## src/rtl/seg_pkg.sv

```systemverilog
// ----------------------------------------------------------------------------
// seg_pkg
// Shared definitions for the 7-segment scan controller.
//   seg_state_t  : scan FSM state (IDLE / BLANK / SHOW)
//   BCD_MAX      : largest displayable BCD code
//   is_valid_bcd : true when a nibble is a displayable decimal digit
// ----------------------------------------------------------------------------
package seg_pkg;

   typedef enum logic [1:0] {
      IDLE  = 2'd0,
      BLANK = 2'd1,
      SHOW  = 2'd2
   } seg_state_t;

   localparam logic [3:0] BCD_MAX = 4'd9;

   function automatic logic is_valid_bcd(input logic [3:0] d);
      return (d <= BCD_MAX);
   endfunction

endpackage

```

## src/rtl/seg_dwell_timer.sv

```systemverilog
// ----------------------------------------------------------------------------
// seg_dwell_timer
// Loadable down-counter that times the BLANK (guard) and SHOW (dwell) slots.
// Loading value L makes done assert in the L-th cycle after the load edge.
// Ports:
//   clk       in   system clock, rising edge
//   rst_n     in   asynchronous active-low reset (counter -> 0)
//   load      in   load load_val on this edge (has priority over clr)
//   clr       in   clear the counter to 0 on this edge
//   load_val  in   CNT_W-bit slot length (GUARD or DWELL)
//   done      out  current cycle is the last cycle of the slot
//   done_nxt  out  the coming cycle will be the last cycle of the slot
// ----------------------------------------------------------------------------
module seg_dwell_timer #(
   parameter int CNT_W = 4
) (
   input  logic             clk,
   input  logic             rst_n,
   input  logic             load,
   input  logic             clr,
   input  logic [CNT_W-1:0] load_val,
   output logic             done,
   output logic             done_nxt
);

   logic [CNT_W-1:0] cnt_q;

   always_ff @(posedge clk or negedge rst_n) begin
      if (!rst_n) begin
         cnt_q <= '0;
      end else if (load) begin
         cnt_q <= load_val;
      end else if (clr) begin
         cnt_q <= '0;
      end else if (cnt_q != '0) begin
         cnt_q <= cnt_q - 1'b1;
      end
   end

   assign done = (cnt_q == CNT_W'(1));

   // Look-ahead of done, so registered outputs can flag the last slot cycle
   // in that very cycle.
   assign done_nxt = load ? (load_val == CNT_W'(1))
                          : (!clr && (cnt_q == CNT_W'(2)));

endmodule

```

## src/rtl/seg_scan_ctrl.sv

```systemverilog
// ----------------------------------------------------------------------------
// seg_scan_ctrl
// Time-multiplexed scan controller for an N-digit 7-segment display sharing
// a single BCD-to-7-segment decoder. Each digit slot is GUARD dark cycles
// (decoder input pre-driven) followed by DWELL lit cycles. The digit word
// is snapshotted once per frame so a frame is never torn.
// Ports:
//   clk        in   system clock, rising edge
//   rst_n      in   asynchronous active-low reset
//   en         in   scan enable
//   digits_in  in   packed BCD digits, digit 0 in the top nibble
//   lz_blank   in   blank digit 0 when it is zero
//   bcd_out    out  BCD code for the shared decoder (registered)
//   digit_en   out  one-hot active-high digit enable (registered)
//   frame_done out  one-cycle pulse in the last SHOW cycle of a frame
// ----------------------------------------------------------------------------
module seg_scan_ctrl
   import seg_pkg::*;
#(
   parameter int NUM_DIGITS = 6,
   parameter int DWELL      = 1000,
   parameter int GUARD      = 16
) (
   input  logic                    clk,
   input  logic                    rst_n,
   input  logic                    en,
   input  logic [4*NUM_DIGITS-1:0] digits_in,
   input  logic                    lz_blank,
   output logic [3:0]              bcd_out,
   output logic [NUM_DIGITS-1:0]   digit_en,
   output logic                    frame_done
);

   localparam int MAXLEN    = (DWELL > GUARD) ? DWELL : GUARD;
   localparam int CNT_W_RAW = $clog2(MAXLEN + 1);
   localparam int CNT_W     = (CNT_W_RAW < 2) ? 2 : CNT_W_RAW;
   localparam int IDX_W     = $clog2(NUM_DIGITS);
   localparam int DW        = 4 * NUM_DIGITS;

   localparam logic [IDX_W-1:0] LAST_IDX = IDX_W'(NUM_DIGITS - 1);
   localparam logic [CNT_W-1:0] GUARD_C  = CNT_W'(GUARD);
   localparam logic [CNT_W-1:0] DWELL_C  = CNT_W'(DWELL);

   seg_state_t       state_q, state_n;
   logic [IDX_W-1:0] idx_q, idx_n;
   logic [DW-1:0]    snap_q, snap_n;
   logic             lz_q, lz_n;

   logic             tmr_load, tmr_clr, tmr_done, tmr_done_nxt;
   logic [CNT_W-1:0] tmr_load_val;

   logic [3:0]            nib_n, bcd_n;
   logic                  lit_n;
   logic [NUM_DIGITS-1:0] digit_en_n;
   logic                  frame_done_n;

   // Digit k sits in nibble (NUM_DIGITS-1-k), i.e. digit 0 is the top nibble.
   function automatic logic [3:0] nibble_at(input logic [DW-1:0]    s,
                                            input logic [IDX_W-1:0] i);
      logic [3:0] r;
      r = '0;
      for (int k = 0; k < NUM_DIGITS; k++) begin
         if (i == IDX_W'(k)) r = s[4*(NUM_DIGITS-1-k) +: 4];
      end
      return r;
   endfunction

   seg_dwell_timer #(
      .CNT_W (CNT_W)
   ) u_timer (
      .clk      (clk),
      .rst_n    (rst_n),
      .load     (tmr_load),
      .clr      (tmr_clr),
      .load_val (tmr_load_val),
      .done     (tmr_done),
      .done_nxt (tmr_done_nxt)
   );

   // Next-state logic; the timer is (re)loaded on every BLANK/SHOW entry.
   always_comb begin
      state_n      = state_q;
      idx_n        = idx_q;
      snap_n       = snap_q;
      lz_n         = lz_q;
      tmr_load     = 1'b0;
      tmr_clr      = 1'b0;
      tmr_load_val = GUARD_C;
      case (state_q)
         IDLE: begin
            if (en) begin
               state_n  = BLANK;
               idx_n    = '0;
               snap_n   = digits_in;
               lz_n     = lz_blank;
               tmr_load = 1'b1;
            end
         end
         BLANK: begin
            if (!en) begin
               state_n = IDLE;
               idx_n   = '0;
               tmr_clr = 1'b1;
            end else if (tmr_done) begin
               state_n      = SHOW;
               tmr_load     = 1'b1;
               tmr_load_val = DWELL_C;
            end
         end
         SHOW: begin
            if (!en) begin
               state_n = IDLE;
               idx_n   = '0;
               tmr_clr = 1'b1;
            end else if (tmr_done) begin
               state_n  = BLANK;
               tmr_load = 1'b1;
               if (idx_q == LAST_IDX) begin
                  idx_n  = '0;
                  snap_n = digits_in;
                  lz_n   = lz_blank;
               end else begin
                  idx_n = idx_q + 1'b1;
               end
            end
         end
         default: begin
            state_n = IDLE;
            idx_n   = '0;
            tmr_clr = 1'b1;
         end
      endcase
   end

   // Outputs are derived from the next state so they can be registered
   // without adding a cycle of latency. bcd_out only changes on BLANK or
   // IDLE entry, where digit_en is always 0.
   always_comb begin
      nib_n = nibble_at(snap_n, idx_n);
      lit_n = is_valid_bcd(nib_n) &&
              !(lz_n && (idx_n == '0) && (nib_n == 4'd0));
      bcd_n = (state_n == IDLE) ? 4'd0 : nib_n;
      for (int k = 0; k < NUM_DIGITS; k++) begin
         digit_en_n[k] = (state_n == SHOW) && lit_n && (idx_n == IDX_W'(k));
      end
   end

   assign frame_done_n = (state_n == SHOW) && (idx_n == LAST_IDX) && tmr_done_nxt;

   always_ff @(posedge clk or negedge rst_n) begin
      if (!rst_n) begin
         state_q    <= IDLE;
         idx_q      <= '0;
         snap_q     <= '0;
         lz_q       <= 1'b0;
         bcd_out    <= 4'd0;
         digit_en   <= '0;
         frame_done <= 1'b0;
      end else begin
         state_q    <= state_n;
         idx_q      <= idx_n;
         snap_q     <= snap_n;
         lz_q       <= lz_n;
         bcd_out    <= bcd_n;
         digit_en   <= digit_en_n;
         frame_done <= frame_done_n;
      end
   end

endmodule
```

## config.mk

```make
export PLATFORM = sky130hd
export DESIGN_NAME = seg_scan_ctrl
export DESIGN_NICKNAME = d
export VERILOG_FILES = /design/src/rtl/seg_pkg.sv /design/src/rtl/seg_dwell_timer.sv /design/src/rtl/seg_scan_ctrl.sv
export SDC_FILE = /design/constraint.sdc
export NUM_CORES = 1
export LEC_CHECK = 0
export CAP_MARGIN = 20
export CORE_MARGIN = 2
export CORE_UTILIZATION = 41
export CTS_CLUSTER_SIZE = 30
export DETAILED_ROUTE_END_ITERATION = 12
export DONT_BUFFER_PORTS = 1
export PLACE_DENSITY = 0.61
export SLEW_MARGIN = 20
export SYNTH_ARGS = -nofsm -noshare
export SYNTH_HDL_FRONTEND = slang
export SYNTH_HIERARCHICAL = 1
export SYNTH_SLANG_ARGS = --single-unit
```

## constraint.sdc

```tcl
create_clock -name clk -period 4 [get_ports clk]
set_input_delay 0.8 -clock clk [delete_from_list [all_inputs] [get_ports clk]]
set_output_delay 0.8 -clock clk [all_outputs]
set_load 0.01 [all_outputs]
```

==> out/metrics.csv, run 1 <==
stage,metric,value,unit
power_and_ir_drop,total power,2.012,mW
power_and_ir_drop,Int Pwr,1.263,mW
final_layout,utilization after layout,0.4575,
global_route,global-route wire length before repair,10.24,mm
global_route,largest net degree at the start of global routing,52,
logic_synthesis,most frequent cell after synthesis,dfrtp_1,
sta,RSZ-0062 raised after global routing,no,
route,Routed wire per std cell,18.32,µm
place,dpl hpwl,4.633,mm
floorplanning,overall die height,85.55,µm
logic_synthesis,top post-synthesis cells by area,"dfrtp_1, a22o_1, ha_1",
global_route,antenna violations before repair,0,
cts,CTS Hold Buffers Added,0,
logic_synthesis,post-synthesis cell area,2726,µm²
floorplanning,Die Wd,85.55,µm
cts,"CTS clk-pin slew, worst paths",0.09,ns
worst_setup_path,R2R Path End,digit_en[5],
route,initial DRC count,147,
final_layout,post-route cell area,2922,µm²
flow_run,max_cap viols,0,
cts,CTS tree,done,
logic_synthesis,Yosys top cell area share,0.4681,
logic_synthesis,ys async rst share,1.000,
power_and_ir_drop,peak supply drop,336.8,µV
worst_setup_path,r2r startpoint,u_timer/cnt_q[5],
sta,crit path time final,3.723,ns
logic_synthesis,prevailing post-synth register cell,dfrtp_1,
worst_setup_path,Worst R2R Setup Slack,0.28,ns
sta,Tcrit/Tclk final,0.9306,
global_route,GRT Total Usage,0.1790,
cts,clk_lat worst skew,0.30,ns
logic_synthesis,#FFs+latches synth,51,
power_and_ir_drop,Clock Power Share,0.174,
cts,clock tree buffer depth,2,
sta,Fin Setup TNS,0,ns
logic_synthesis,Synth Warn #,6,
worst_setup_path,Critical Path Start,u_timer/cnt_q[5],
power_and_ir_drop,leakage,1.306,nW
worst_setup_path,CP Max Fanout,11,
logic_synthesis,number of enable flip-flop cells after synthesis,0,
logic_synthesis,sequential-to-total area share from yosys stat,0.4681,
logic_synthesis,Mean Syn Cell Area,10.41,µm²
power_and_ir_drop,Cell Pwr Density,688.6,nW/µm²
worst_setup_path,r2r worst-path depth,11,
global_route,vias in the first global route,1962,
worst_setup_path,critical path launch point type,flop,
power_and_ir_drop,Net Sw Frac,0.3724,
cts,post-CTS setup buffers,0,
sta,Final Hold Fails,0,
logic_synthesis,leading area contributor after synthesis,dfrtp_1,
cts,H-tree depth,2,
global_route,"Remaining Overflow, GRT",0,
worst_setup_path,WS Path Type,reg2reg,
floorplanning,Die ar.,7318,µm²
hold_path,Worst Hold Class,in2async,
floorplanning,row cnt,29,
floorplanning,IO Count,39,
route,drt drc,0,
sta,setup violators final,0,
sta,Slew @ Worst Pin,0.8567,ns
logic_synthesis,Yosys cell types,58,
sta,Slew HR,0.4125,
power_and_ir_drop,Sequential Power Share,0.398,
logic_synthesis,synthesized instance count,262,
place,number of port buffers,0,
sta,achievable frequency,268.6,MHz
status,outcome,finished clean,
cts,clock sink total,51,
route,Vias,2032,
cts,Root Driver,clkbuf_8,
final_layout,share of cells above drive strength 1,0.1321,
route,final WL,6.265,mm
worst_setup_path,Worst setup EP type,flop,
floorplanning,Core Area,6386,µm²
cts,cts bufs inserted,5,
sta,Final Slew Violations,0,
cts,post-CTS resize count,0,
final_layout,Syn-to-layout area delta,7.159,%
route,DR vias/cell,5.942,
worst_setup_path,CP Data Required Time,4.18,ns
route,number of nets with antenna violations after routing,0,
power_and_ir_drop,Comb power frac,0.428,
final_layout,antenna cells,0,
sta,Setup Skew,0.005310,ns
route,Initial DRT Pass Iterations,4,
power_and_ir_drop,switching power,749.2,µW
place,Placed Area,2815,µm²
place,GP Congestion,0.7946,
worst_setup_path,crit path DAT,3.90,ns
final_layout,Filler cells,576,
sta,WHS,0.1798,ns
final_layout,# nets final,300,
logic_synthesis,list of most frequent post-synthesis cells,"dfrtp_1, nor2_1, a22o_1, inv_1, a21oi_1",
floorplanning,starting density of the core,0.4269,
worst max path at each step:
stage             endpoint  cells past startpoint
2_1_floorplan  digit_en[0]                     13
3_3_place_gp   digit_en[5]                     11
3_5_place_dp   digit_en[5]                     11
4_1_cts        digit_en[5]                     11
5_1_grt        digit_en[5]                     11
6_report       digit_en[5]                     11
power by group through the flow:
stage	registers (mW)	clock network, mW	logic [mW]
finish	0.802	0.349	0.861
global route	0.821	0.377	0.953
CTS	0.801	0.360	0.859
detailed placement	0.813	0	0.853
global placement	0.811	0	0.841
floorplan	0.787	0	0.681
registers in the layout (all words and copies together) (netlist names):
| register | count |
|---|---|
| bcd_out | 4 |
| digit_en | 6 |
| frame_done | 1 |
| idx_q | 3 |
| lz_q | 1 |
| snap_q | 24 |
| state_q | 2 |
| u_timer/cnt_q | 10 |
metrics by stage:
stage | setup slack (ns) | std cells
final | 0.2774 | 342
after global routing | 0.01655 | 342
after CTS | 0.2838 | 342
after detailed placement | 0.3118 | 335
after global placement | 0.4706 | 335
after floorplan | 0.9032 | 266
cell families (layout without fill, tap and decap cells):
family / Yosys count / count (layout) / share of synthesized area
xor gates and xnor gates: 2 / 2 / 0.006426
adders and majority gates: 7 / 7 / 0.03212
AOI/OAI and AO/OA: 82 / 82 / 0.2414
and+or+nand+nor: 87 / 87 / 0.1863
muxes: 5 / 5 / 0.02019
DFF: 51 / 51 / 0.4681
buffers and inverters: 27 / 26 / 0.04405
other: 1 / 5 / 0.001375
layout by cell type, fill, tap and decap left out, drive strengths merged, types with 3 or more instances in the layout:
cell type / instances
dfrtp: 51
nor2: 23
a22o: 21
inv: 13
o21ai: 12
a21oi: 11
nand2: 11
nor4: 11
nor3: 10
ha: 7
buf: 6
clkbuf: 5
conb: 5
nand2b: 4
o21a: 4
mux2i: 4
nand3: 4
nor2b: 4
a22oi: 4
and3: 4
a32oi: 4
a21o: 3
or2: 3
o221a: 3
or3: 3
worst max-delay path: stages, from the launching register on:
cell	delay (ns)
dfrtp_1	0.43
or2_2	0.30
nor2b_1	0.25
and3_1	0.41
a21bo_2	0.22
a31oi_4	0.12
mux2i_1	0.69
o32ai_1	0.20
a221o_1	0.33
a32oi_2	0.24
o21ai_2	0.14
nor4_1	0.27
per-layer routing:
metal / vias to the layer above / track usage / wire length (µm)
li1: 989 / - / -
met1: 976 / 0.2661 / 2960
met2: 63 / 0.2500 / 2827
met3: 4 / 0.05486 / 421
met4: 0 / 0.05483 / 55
met5: - / 0 / 0
cell type report:
| class | count | area, µm² | area share |
|---|---|---|---|
| clock inverter | 2 | 37.54 | 0.01285 |
| timing repair buffer | 6 | 45.04 | 0.01542 |
| sequential | 51 | 1276 | 0.4368 |
| multi-input combinational | 188 | 1349 | 0.4617 |
| tap | 77 | 96.34 | 0.03298 |
| clock buffer | 5 | 68.82 | 0.02355 |
| inverter | 13 | 48.80 | 0.01670 |
Power figures use the tool's default switching activity.
==> run 2, diff against run 1 <==
--- a/config.mk
+++ b/config.mk
@@ -5,9 +5,11 @@
 export SDC_FILE = /design/constraint.sdc
 export NUM_CORES = 1
 export LEC_CHECK = 0
+export ABC_AREA = 1
 export CAP_MARGIN = 20
 export CORE_MARGIN = 2
 export CORE_UTILIZATION = 41
+export CTS_BUF_LIST = sky130_fd_sc_hd__clkbuf_8
 export CTS_CLUSTER_SIZE = 30
 export DETAILED_ROUTE_END_ITERATION = 12
 export DONT_BUFFER_PORTS = 1
==> out/metrics.csv, run 2 <==
stage,metric,value,unit
cts,cts bufs inserted,5,
floorplanning,row cnt,30,
global_route,antenna violations before repair,0,
final_layout,Syn-to-layout area delta,6.689,%
final_layout,share of cells above drive strength 1,0.1285,
place,placed cell count,478,
floorplanning,Die ar.,7855,µm²
final_layout,Top reg by flops,snap_q,
worst_setup_path,r2r startpoint,u_timer/cnt_q[5],
cts,CTS tree,done,
logic_synthesis,Yosys cell types,35,
worst_setup_path,crit path to,digit_en[4],
place,Placed Area,3027,µm²
final_layout,Filler cells,705,
route,drt drc,0,
floorplanning,overall die height,88.63,µm
worst_setup_path,Worst R2R Setup Slack,0.86,ns
worst_setup_path,R2R Path End,digit_en[4],
cts,H-tree depth,2,
cts,clock tree buffer depth,2,
place,dpl hpwl,5.054,mm
cts,post-CTS setup buffers,0,
logic_synthesis,number of enable flip-flop cells after synthesis,0,
final_layout,"commonest non-fill, non-tap cell in the layout",nand2_1,
floorplanning,IO Count,39,
sta,Slew HR,0.3782,
route,Routed wire per std cell,13.69,µm
sta,RSZ-0062 raised after global routing,no,
worst_setup_path,CP Max Fanout,13,
final_layout,most frequent cells in the layout,"nand2_1, inv_1, dfrtp_1, nor2_1, nand3_1",
logic_synthesis,list of most frequent post-synthesis cells,"nand2_1, inv_1, dfrtp_1, nand3_1, nor2_1",
global_route,GR Util met2,0.2754,
global_route,global-route wire length before repair,11.18,mm
global_route,vias in the first global route,2316,
status,outcome,finished clean,
power_and_ir_drop,peak supply drop,279.9,µV
cts,post-CTS resize count,0,
logic_synthesis,top post-synthesis cells by area,"dfrtp_1, nand2_1, inv_1",
route,Vias,2364,
global_route,largest net degree at the start of global routing,52,
place,number of port buffers,0,
logic_synthesis,synthesized instance count,384,
logic_synthesis,#FFs+latches synth,51,
power_and_ir_drop,Cell Pwr Density,685.7,nW/µm²
route,DR vias/cell,4.874,
place,GP Congestion,0.8460,
logic_synthesis,Mean Syn Cell Area,7.647,µm²
floorplanning,Die Wd,88.63,µm
cts,CTS Hold Buffers Added,0,
cts,clk_lat worst skew,0.31,ns
logic_synthesis,post-synthesis cell area,2937,µm²
sta,setup violators final,0,
route,number of nets with antenna violations after routing,0,
logic_synthesis,Synth Warn #,6,
worst_setup_path,WS Path Type,reg2reg,
sta,Tcrit/Tclk final,0.7859,
logic_synthesis,ys async rst share,1.000,
final_layout,antenna cells,0,
final_layout,Post-Layout Cell Count,485,
worst_setup_path,critical path launch point type,flop,
logic_synthesis,Yosys top cell area share,0.4346,
worst_setup_path,Critical Path Start,u_timer/cnt_q[5],
hold_path,Worst Hold Class,in2async,
power_and_ir_drop,leakage,1.622,nW
sta,Final Slew Violations,0,
final_layout,max reg flops,24,
route,initial DRC count,136,
worst_setup_path,Worst setup EP type,flop,
global_route,GRT met3 Usage,0.04104,
cts,clock sink total,51,
route,final WL,6.641,mm
final_layout,# nets final,424,
sta,crit path time final,3.144,ns
floorplanning,Core Area,6869,µm²
logic_synthesis,leading area contributor after synthesis,dfrtp_1,
cts,"CTS clk-pin slew, worst paths",0.10,ns
global_route,GRT Max-Usage Layer,met2,
floorplanning,starting density of the core,0.4275,
sta,Setup Skew,0.01166,ns
route,Initial DRT Pass Iterations,4,
global_route,GRT Total Usage,0.1825,
global_route,"Remaining Overflow, GRT",0,
sta,Fin Setup TNS,0,ns
logic_synthesis,sequential-to-total area share from yosys stat,0.4346,
logic_synthesis,most frequent cell after synthesis,nand2_1,
worst_setup_path,r2r worst-path depth,12,
worst_setup_path,crit path DAT,3.38,ns
worst_setup_path,CP Data Required Time,4.24,ns
sta,achievable frequency,318.1,MHz
global_route,global-route met1 utilization,0.2665,
sta,Final Hold Fails,0,
final_layout,post-route cell area,3133,µm²
cts,Root Driver,clkbuf_8,
flow_run,max_cap viols,0,
sta,Slew @ Worst Pin,0.9327,ns
logic_synthesis,prevailing post-synth register cell,dfrtp_1,
power_and_ir_drop,total power,2.148,mW
final_layout,Largest regs,"snap_q x24, u_timer/cnt_q x10, digit_en x6",
==> run 2: worst max-delay path, cell delays in order (launching register included) <==
cell and delay [ns]:
dfrtp_1 0.45, nor2_4 0.15, nand2_2 0.10, nor2_1 0.13, and3_1 0.31, nand2_2 0.11, nor2_1 0.59, inv_1 0.20
a221oi_1 0.42, inv_1 0.10, nor2_1 0.25, nand3_4 0.14, nor2_1 0.13
==> run 2: final cells by class <==
| cell class | instances | area (µm²) | area share |
|---|---|---|---|
| inverters | 64 | 245.2 | 0.07827 |
| clock buffers | 5 | 68.82 | 0.02196 |
| well taps | 96 | 120.1 | 0.03834 |
| multi-input cells | 267 | 1385 | 0.4421 |
| flip-flops and latches | 51 | 1276 | 0.4073 |
| clock inverters | 2 | 37.54 | 0.01198 |
==> run 2: where the power goes <==
group          internal [mW]  switching [mW]  total [mW]
sequential             0.696          0.0987       0.795
clock                  0.183           0.175       0.358
combinational          0.324           0.671       0.995
==> run 2: layer usage <==
layer / wire, µm / vias up / share of wire
li1: - / 1202 / -
met1: 3283 / 1102 / 0.49
met2: 2969 / 51 / 0.45
met3: 310 / 9 / 0.047
met4: 78 / 0 / 0.012
met5: 0 / - / 0
==> run 2: worst min-delay path by stage <==
stage	to	slack (ns)	depth (start not counted)	start
3_3_place_gp	snap_q[8]	0.45	2	snap_q[8]
5_1_grt	u_timer/cnt_q[5]	0.15	0	rst_n
2_1_floorplan	snap_q[20]	0.44	2	snap_q[20]
3_5_place_dp	snap_q[9]	0.46	2	snap_q[9]
4_1_cts	u_timer/cnt_q[5]	0.17	0	rst_n
6_report	u_timer/cnt_q[5]	0.17	0	rst_n
==> run 2: cells by family after synthesis <==
kind of cell | count (synthesis) | synth area share
buffers and inverters | 70 | 0.09885
adders and majority gates | 7 | 0.02982
and+or+nand+nor | 215 | 0.3413
AOI/OAI and AO/OA | 40 | 0.09417
DFF | 51 | 0.4346
other | 1 | 0.001277
==> run 2: stage by stage <==
stage / setup slack (ns) / hold WS (ns) / utilization
floorplan: 1.482 / 0.4381 / -
global placement: 1.003 / 0.4539 / 0.4406
detailed placement: 0.8632 / 0.4593 / 0.4406
CTS: 0.8443 / 0.1672 / 0.4561
global route: 0.4849 / 0.1531 / 0.4561
finish: 0.8565 / 0.1742 / 0.4561
